<file path="src/rtl/fractal_nav_pkg.sv">
// Shared constants for the fractal view navigation controller.
package fractal_nav_pkg;

  localparam int BTN_UP       = 0;
  localparam int BTN_DOWN     = 1;
  localparam int BTN_LEFT     = 2;
  localparam int BTN_RIGHT    = 3;
  localparam int BTN_ZOOM_IN  = 4;
  localparam int BTN_ZOOM_OUT = 5;
  localparam int BTN_ITER_INC = 6;
  localparam int BTN_ITER_DEC = 7;

  localparam logic signed [15:0] CX_RESET = 16'shF800;
  localparam logic signed [15:0] CY_RESET = 16'sh0000;
  localparam logic signed [15:0] PAN_BASE = 16'sh0400;
  localparam logic [5:0]         ITER_RESET = 6'd32;
  localparam logic [5:0]         ITER_MIN   = 6'd4;

endpackage

</file>
<file path="src/rtl/button_debouncer.sv">
// One button: 2-flop synchroniser feeding a 3-sample history taken on the shared tick.
module button_debouncer (
  input  logic clk,
  input  logic rst,
  input  logic tick_i,
  input  logic btn_i,
  output logic btn_db_o
);

  logic [1:0] sync_q;
  logic [2:0] hist_q;
  logic       db_q;

  always_ff @(posedge clk or posedge rst) begin
    if (rst) begin
      sync_q <= '0;
      hist_q <= '0;
      db_q   <= 1'b0;
    end else begin
      sync_q <= {sync_q[0], btn_i};
      if (tick_i) hist_q <= {hist_q[1:0], sync_q[1]};
      if (hist_q == 3'b111)      db_q <= 1'b1;
      else if (hist_q == 3'b000) db_q <= 1'b0;
    end
  end

  assign btn_db_o = db_q;

endmodule

</file>
<file path="src/rtl/nav_controller.sv">
// Debounced buttons drive pan/zoom/iteration view parameters, committed only at frame start.
module nav_controller
  import fractal_nav_pkg::*;
#(
  parameter int COORD_WIDTH   = 16,
  parameter int ZOOM_WIDTH    = 8,
  parameter int ITER_WIDTH    = 6,
  parameter int ZOOM_MAX      = 11,
  parameter int TICK_LOG2     = 4,
  parameter int REPEAT_FRAMES = 8
) (
  input  logic                          clk,
  input  logic                          rst,
  input  logic                          v_begin,
  input  logic [7:0]                    btn,
  output logic signed [COORD_WIDTH-1:0] centre_x,
  output logic signed [COORD_WIDTH-1:0] centre_y,
  output logic [ZOOM_WIDTH-1:0]         zoom_level,
  output logic [ITER_WIDTH-1:0]         max_iter_limit,
  output logic                          params_updated
);

  localparam int CNT_W = (REPEAT_FRAMES > 1) ? $clog2(REPEAT_FRAMES) : 1;
  localparam logic [CNT_W-1:0] CNT_LAST = CNT_W'(REPEAT_FRAMES - 1);
  localparam logic signed [COORD_WIDTH:0] C_MAX = {2'b00, {(COORD_WIDTH-1){1'b1}}};
  localparam logic signed [COORD_WIDTH:0] C_MIN = {2'b11, {(COORD_WIDTH-1){1'b0}}};
  localparam logic signed [COORD_WIDTH-1:0] PAN_BASE_W = COORD_WIDTH'(PAN_BASE);
  localparam logic [ZOOM_WIDTH-1:0] Z_MAX = ZOOM_WIDTH'(ZOOM_MAX);
  localparam logic [ITER_WIDTH-1:0] I_MAX = '1;
  localparam logic [ITER_WIDTH-1:0] I_MIN = ITER_WIDTH'(ITER_MIN);

  function automatic logic signed [COORD_WIDTH-1:0] sat_coord(input logic signed [COORD_WIDTH:0] v);
    if (v > C_MAX)      return C_MAX[COORD_WIDTH-1:0];
    else if (v < C_MIN) return C_MIN[COORD_WIDTH-1:0];
    else                return v[COORD_WIDTH-1:0];
  endfunction

  logic [TICK_LOG2-1:0] presc_q;
  logic                 tick;
  logic [7:0]           btn_db;
  logic                 v_begin_q, v_begin_qq, frame;

  logic [7:0]           held_q, held_d, fire;
  logic [CNT_W-1:0]     cnt_q [8];
  logic [CNT_W-1:0]     cnt_d [8];

  logic signed [COORD_WIDTH-1:0] cx_q, cx_d, cy_q, cy_d;
  logic [ZOOM_WIDTH-1:0]         zoom_q, zoom_d;
  logic [ITER_WIDTH-1:0]         iter_q, iter_d;
  logic                          upd_q, upd_d;

  logic signed [COORD_WIDTH-1:0] pan_shift, pan_step;
  logic signed [COORD_WIDTH:0]   step_ext, cx_ext, cy_ext;
  logic signed [COORD_WIDTH-1:0] cx_plus, cx_minus, cy_plus, cy_minus;

  assign tick  = (presc_q == '0);
  assign frame = v_begin_q & ~v_begin_qq;

  for (genvar i = 0; i < 8; i++) begin : g_btn
    button_debouncer u_db (
      .clk      (clk),
      .rst      (rst),
      .tick_i   (tick),
      .btn_i    (btn[i]),
      .btn_db_o (btn_db[i])
    );
  end

  // Repeat counter only advances on frames, so a held button fires every REPEAT_FRAMES frames.
  always_comb begin
    fire   = '0;
    held_d = held_q;
    cnt_d  = cnt_q;
    if (frame) begin
      held_d = btn_db;
      for (int i = 0; i < 8; i++) begin
        if (!btn_db[i]) begin
          cnt_d[i] = '0;
        end else if (!held_q[i] || cnt_q[i] == CNT_LAST) begin
          fire[i]  = 1'b1;
          cnt_d[i] = '0;
        end else begin
          cnt_d[i] = cnt_q[i] + CNT_W'(1);
        end
      end
    end
  end

  // Step comes from the zoom level registered before this frame's update.
  assign pan_shift = PAN_BASE_W >>> zoom_q;
  assign pan_step  = (pan_shift == '0) ? {{(COORD_WIDTH-1){1'b0}}, 1'b1} : pan_shift;
  assign step_ext  = {pan_step[COORD_WIDTH-1], pan_step};
  assign cx_ext    = {cx_q[COORD_WIDTH-1], cx_q};
  assign cy_ext    = {cy_q[COORD_WIDTH-1], cy_q};
  assign cx_plus   = sat_coord(cx_ext + step_ext);
  assign cx_minus  = sat_coord(cx_ext - step_ext);
  assign cy_plus   = sat_coord(cy_ext + step_ext);
  assign cy_minus  = sat_coord(cy_ext - step_ext);

  always_comb begin
    cx_d   = cx_q;
    cy_d   = cy_q;
    zoom_d = zoom_q;
    iter_d = iter_q;
    if (frame) begin
      if (fire[BTN_UP] && !fire[BTN_DOWN])         cy_d = cy_minus;
      else if (fire[BTN_DOWN] && !fire[BTN_UP])    cy_d = cy_plus;
      if (fire[BTN_LEFT] && !fire[BTN_RIGHT])      cx_d = cx_minus;
      else if (fire[BTN_RIGHT] && !fire[BTN_LEFT]) cx_d = cx_plus;
      if (fire[BTN_ZOOM_IN] && !fire[BTN_ZOOM_OUT])
        zoom_d = (zoom_q >= Z_MAX) ? Z_MAX : zoom_q + ZOOM_WIDTH'(1);
      else if (fire[BTN_ZOOM_OUT] && !fire[BTN_ZOOM_IN])
        zoom_d = (zoom_q == '0) ? '0 : zoom_q - ZOOM_WIDTH'(1);
      if (fire[BTN_ITER_INC] && !fire[BTN_ITER_DEC])
        iter_d = (iter_q == I_MAX) ? I_MAX : iter_q + ITER_WIDTH'(1);
      else if (fire[BTN_ITER_DEC] && !fire[BTN_ITER_INC])
        iter_d = (iter_q <= I_MIN) ? I_MIN : iter_q - ITER_WIDTH'(1);
    end
    upd_d = (cx_d != cx_q) || (cy_d != cy_q) || (zoom_d != zoom_q) || (iter_d != iter_q);
  end

  always_ff @(posedge clk or posedge rst) begin
    if (rst) begin
      presc_q    <= '0;
      v_begin_q  <= 1'b0;
      v_begin_qq <= 1'b0;
      held_q     <= '0;
      for (int i = 0; i < 8; i++) cnt_q[i] <= '0;
      cx_q       <= COORD_WIDTH'(CX_RESET);
      cy_q       <= COORD_WIDTH'(CY_RESET);
      zoom_q     <= '0;
      iter_q     <= ITER_WIDTH'(ITER_RESET);
      upd_q      <= 1'b0;
    end else begin
      presc_q    <= presc_q - TICK_LOG2'(1);
      v_begin_q  <= v_begin;
      v_begin_qq <= v_begin_q;
      held_q     <= held_d;
      cnt_q      <= cnt_d;
      cx_q       <= cx_d;
      cy_q       <= cy_d;
      zoom_q     <= zoom_d;
      iter_q     <= iter_d;
      upd_q      <= upd_d;
    end
  end

  assign centre_x       = cx_q;
  assign centre_y       = cy_q;
  assign zoom_level     = zoom_q;
  assign max_iter_limit = iter_q;
  assign params_updated = upd_q;

endmodule

</file>
<file path="config.mk">
export PLATFORM = sky130hd
export DESIGN_NAME = nav_controller
export DESIGN_NICKNAME = d
export VERILOG_FILES = /design/src/rtl/fractal_nav_pkg.sv /design/src/rtl/button_debouncer.sv /design/src/rtl/nav_controller.sv
export SDC_FILE = /design/constraint.sdc
export NUM_CORES = 1
export LEC_CHECK = 0
export CAP_MARGIN = 20
export CORE_MARGIN = 8
export CORE_UTILIZATION = 47
export DETAILED_ROUTE_END_ITERATION = 10
export MAX_ROUTING_LAYER = met4
export PLACE_DENSITY_LB_ADDON = 0.15
export SYNTH_ARGS = -nofsm -noshare
export SYNTH_HDL_FRONTEND = slang
export SYNTH_HIERARCHICAL = 1
export SYNTH_SLANG_ARGS = --single-unit
</file>
<file path="constraint.sdc">
create_clock -name clk -period 8.7 [get_ports clk]
set_clock_uncertainty 0.15 [all_clocks]
set_input_delay 1.305 -clock clk [delete_from_list [all_inputs] [get_ports clk]]
set_output_delay 1.305 -clock clk [all_outputs]
set_load 0.03 [all_outputs]
</file>
==> impl_metrics.ini <==
[setup_path]
worst_ep_required_time_ps = 8840
crit_start = zoom_level[4]
slowest_stage = or4_2
crit_arrival_ps = 6330
path_class = register to register
critical_path_depth = 15
path_cells = nor4_4 > nand2_1 > or3_1 > fa_1 > a211o_1 > a21o_1 > a31oi_1 > nor3_1 > a21oi_1 > a22oi_1 > a22oi_1 > or4_1 > o311ai_0 > or4_2 > or4_1
slowest_delay_ps = 600
timing.critical_path.buf_inv = 0
path_max_fanout = 9
crit_family = simple AND/OR/NAND/NOR gates
reg2regPathDepth = 15
reg2reg_slack_ps = 2510
r2r-end = params_updated
endpoint_kind = register
critPathLaunchType = register
endpoint = params_updated
r2r_start = zoom_level[4]

[layout]
instances_no_fill = 1625
area.growth.synth_to_final_pct = 12.6
layout-drive-gt1-share_pct = 9.10
n_antenna_cell = 0
final_nets = 1415
final_util_pct = 53.6
final_cell_area_sq_mm = 0.0121

[placement]
pre_cts_ws_ps = 2580
port-buffer-count = 57
finalWeightedCongestion = 1.00
dp_hpwl_mm = 26.4
place_area_sq_mm = 0.0115
dp.cells = 1593

[floorplanning]
die_h_um = 167
start_util_pct = 47.6
pin_count = 58
die-area_sq_mm = 0.0280
rows = 55
die_w_um = 167
coreArea_sq_mm = 0.0226

[clock_network]
cts_buffer_depth = 2
hold_buffers = 0
tritoncts = built
clk_pin_slew_ps = 70
cts.sinks = 133
cts_buffers = 17
cts-htree-levels = 4
cts.repair.resized = 0
cts_root_buffer = clkbuf_16
clk_latency_ps = 430
cts_setup_buffers = 0

[detailed_routing]
wl_per_cell_um = 21.5
dr.pass1.iters = 6
drt-initial-drc-count = 1232
ant_nets = 0
viasPerCell = 6.39
drc = 0
vias = 10400
routed_wl_mm = 35.0

[yosys]
postSynth.asyncResetShare_pct = 100
ys_types = 100
synth.avg_cell_area_sq_um = 8.27
syn-num-nets = 1387
ys_ff_latch = 133
yosys_most_used_dff = dfrtp_1
synthesis.area_sq_mm = 0.0107
ys_seq_area_share_pct = 31.0
ys_warn_count = 6
synthCells = 1299
synth_edf_count = 0

[sta]
drv_slew = 0
min_period_ps = 6190
grt_setup_unrepaired = no
fin_setup_tns_ps = 0
slew-limit-headroom_pct = 22.8
setup_viol = 0
tightestPinTransition_ps = 1140
setup_slack_ps = 2510
clock.fmax_ghz = 0.162
hold_viol = 0
fin_crit_sh_pct = 71.1

[status]
outcome = completed

[power]
switchingPower_w = 0.000394
pwr-share-clk_pct = 53.0
combPwrFrac_pct = 4.0
seqPwrFrac_pct = 43.0
p_per_area_mw_per_mm2 = 123
ir_drop_mv = 0.118
p_int_w = 0.00109
swShare_pct = 26.6
leakagePower_nw = 5.39

[global_routing]
grt_pass1_vias = 9500
grt_max_degree = 58
gr-total-overflow = 0
grt_first_pass_wirelength_mm = 55.0
antenna_found_initial = 0
grt_usage_pct = 25.5

[flow_run]
maxCapViolCount = 0

[min_path]
min_path_type = register to register
==> Yosys cell counts, drive strengths merged, types with 21 or more instances <==
cell    number  area, sq um
a21o        23          179
inv         68          255
or3         22          143
nor2b       21          131
nor3        46          235
clkbuf      42          198
nand2      145          547
dfrtp      127         3180
o21ai      114          578
ha          73          913
nand3       32          160
a21oi       96          484
nor2        96          363
==> worst reg2reg max path, stage by stage (launching register included) <==
cell and delay, ps:
dfrtp_1 490, nor4_4 490, nand2_1 100, or3_1 450, fa_1 520, a211o_1 350, a21o_1 250, a31oi_1 550
nor3_1 200, a21oi_1 530, a22oi_1 180, a22oi_1 330, or4_1 200, o311ai_0 250, or4_2 600, or4_1 430
==> placed cells by master, fill, tap and decap left out, types with 9 or more instances in the layout <==
cell	Yosys	layout
xnor2_1	16	16
nor2_1	95	95
inv_1	68	67
a211o_1	10	10
ha_1	73	73
o21a_1	19	19
o31ai_1	13	13
a21oi_1	95	95
a31oi_1	19	19
nor4_1	13	13
or2_2	9	9
nand3_1	32	32
nand4_1	9	9
dfrtp_1	127	127
mux2_2	17	17
nand2b_1	19	18
nor2b_1	21	20
clkdlybuf4s50_1	0	57
a21o_1	18	18
xor2_1	10	10
nand3b_1	9	9
nor3_1	45	45
or4_1	10	10
clkbuf_16	0	17
o21ai_0	111	111
buf_4	0	11
a211oi_1	12	12
or3_1	21	21
and3_1	12	12
nand2_1	144	144
o211ai_1	12	12
==> area by class of cell <==
cell class,instances,area (sq um)
clock buffers,17,425
clock inverters,15,208
fillers,2115,10500
inverters,68,256
multi-input cells,1039,6860
flip-flops and latches,133,3340
well taps,285,357
repair buffers,68,653
==> power by group through the flow <==
stage | Combinational, W | Clock, W | Sequential [W]
CTS | 0.0000605 | 0.000805 | 0.000638
global placement | 0.0000592 | 0 | 0.000649
detailed placement | 0.0000602 | 0 | 0.000650
global route | 0.0000665 | 0.000831 | 0.000639
finish | 0.0000597 | 0.000787 | 0.000638
floorplan | 0.0000390 | 0 | 0.000649
==> how the worst min path moves through the flow <==
stage / start / endpoint / slack (ps) / cells past startpoint
2_1_floorplan: g_btn[0].u_db/sync_q[0] / g_btn[0].u_db/sync_q[1] / 180 / 0
3_3_place_gp: g_btn[1].u_db/sync_q[0] / g_btn[1].u_db/sync_q[1] / 180 / 0
3_5_place_dp: g_btn[1].u_db/sync_q[0] / g_btn[1].u_db/sync_q[1] / 180 / 0
4_1_cts: g_btn[1].u_db/sync_q[0] / g_btn[1].u_db/sync_q[1] / 200 / 0
5_1_grt: g_btn[3].u_db/sync_q[0] / g_btn[3].u_db/sync_q[1] / 210 / 0
6_report: g_btn[1].u_db/sync_q[0] / g_btn[1].u_db/sync_q[1] / 190 / 0
==> through the flow <==
step | hold WS (ps) | power [W]
detailed placement | 185 | 0.000710
global placement | 183 | 0.000708
finish | 192 | 0.00148
CTS | 198 | 0.00150
floorplan | 181 | 0.000688
global route | 205 | 0.00154
==> logic make-up after synthesis <==
group                      share of synthesized area [%]
muxes                                               2.34
DFF                                                 31.0
buffers and inverters                               5.22
xor gates and xnor gates                            2.12
and+or+nand+nor                                     22.4
adders and majority gates                           9.25
AOI/OAI and AO/OA                                   27.6
==> registers in the layout, indices dropped and copies added, names as in the netlist, 8 cells and up <==
name                 flops
cnt_q                   24
g_btn.u_db/sync_q       16
zoom_level               8
centre_y                16
g_btn.u_db/hist_q       24
centre_x                16
held_q                   8
g_btn.u_db/btn_db_o      8
==> per-layer routing <==
metal  share of wire (%)  vias to the layer above  track usage [%]  routed length, um
met2                  45                      499             38.4              15700
met5                   0                        -                -                  0
met3                 7.9                       77             3.90               2770
met4                 3.9                        0             10.9               1360
li1                    -                     4854                -                  -
met1                  43                     4948             33.7              15200
Power figures use the tool's default switching activity.
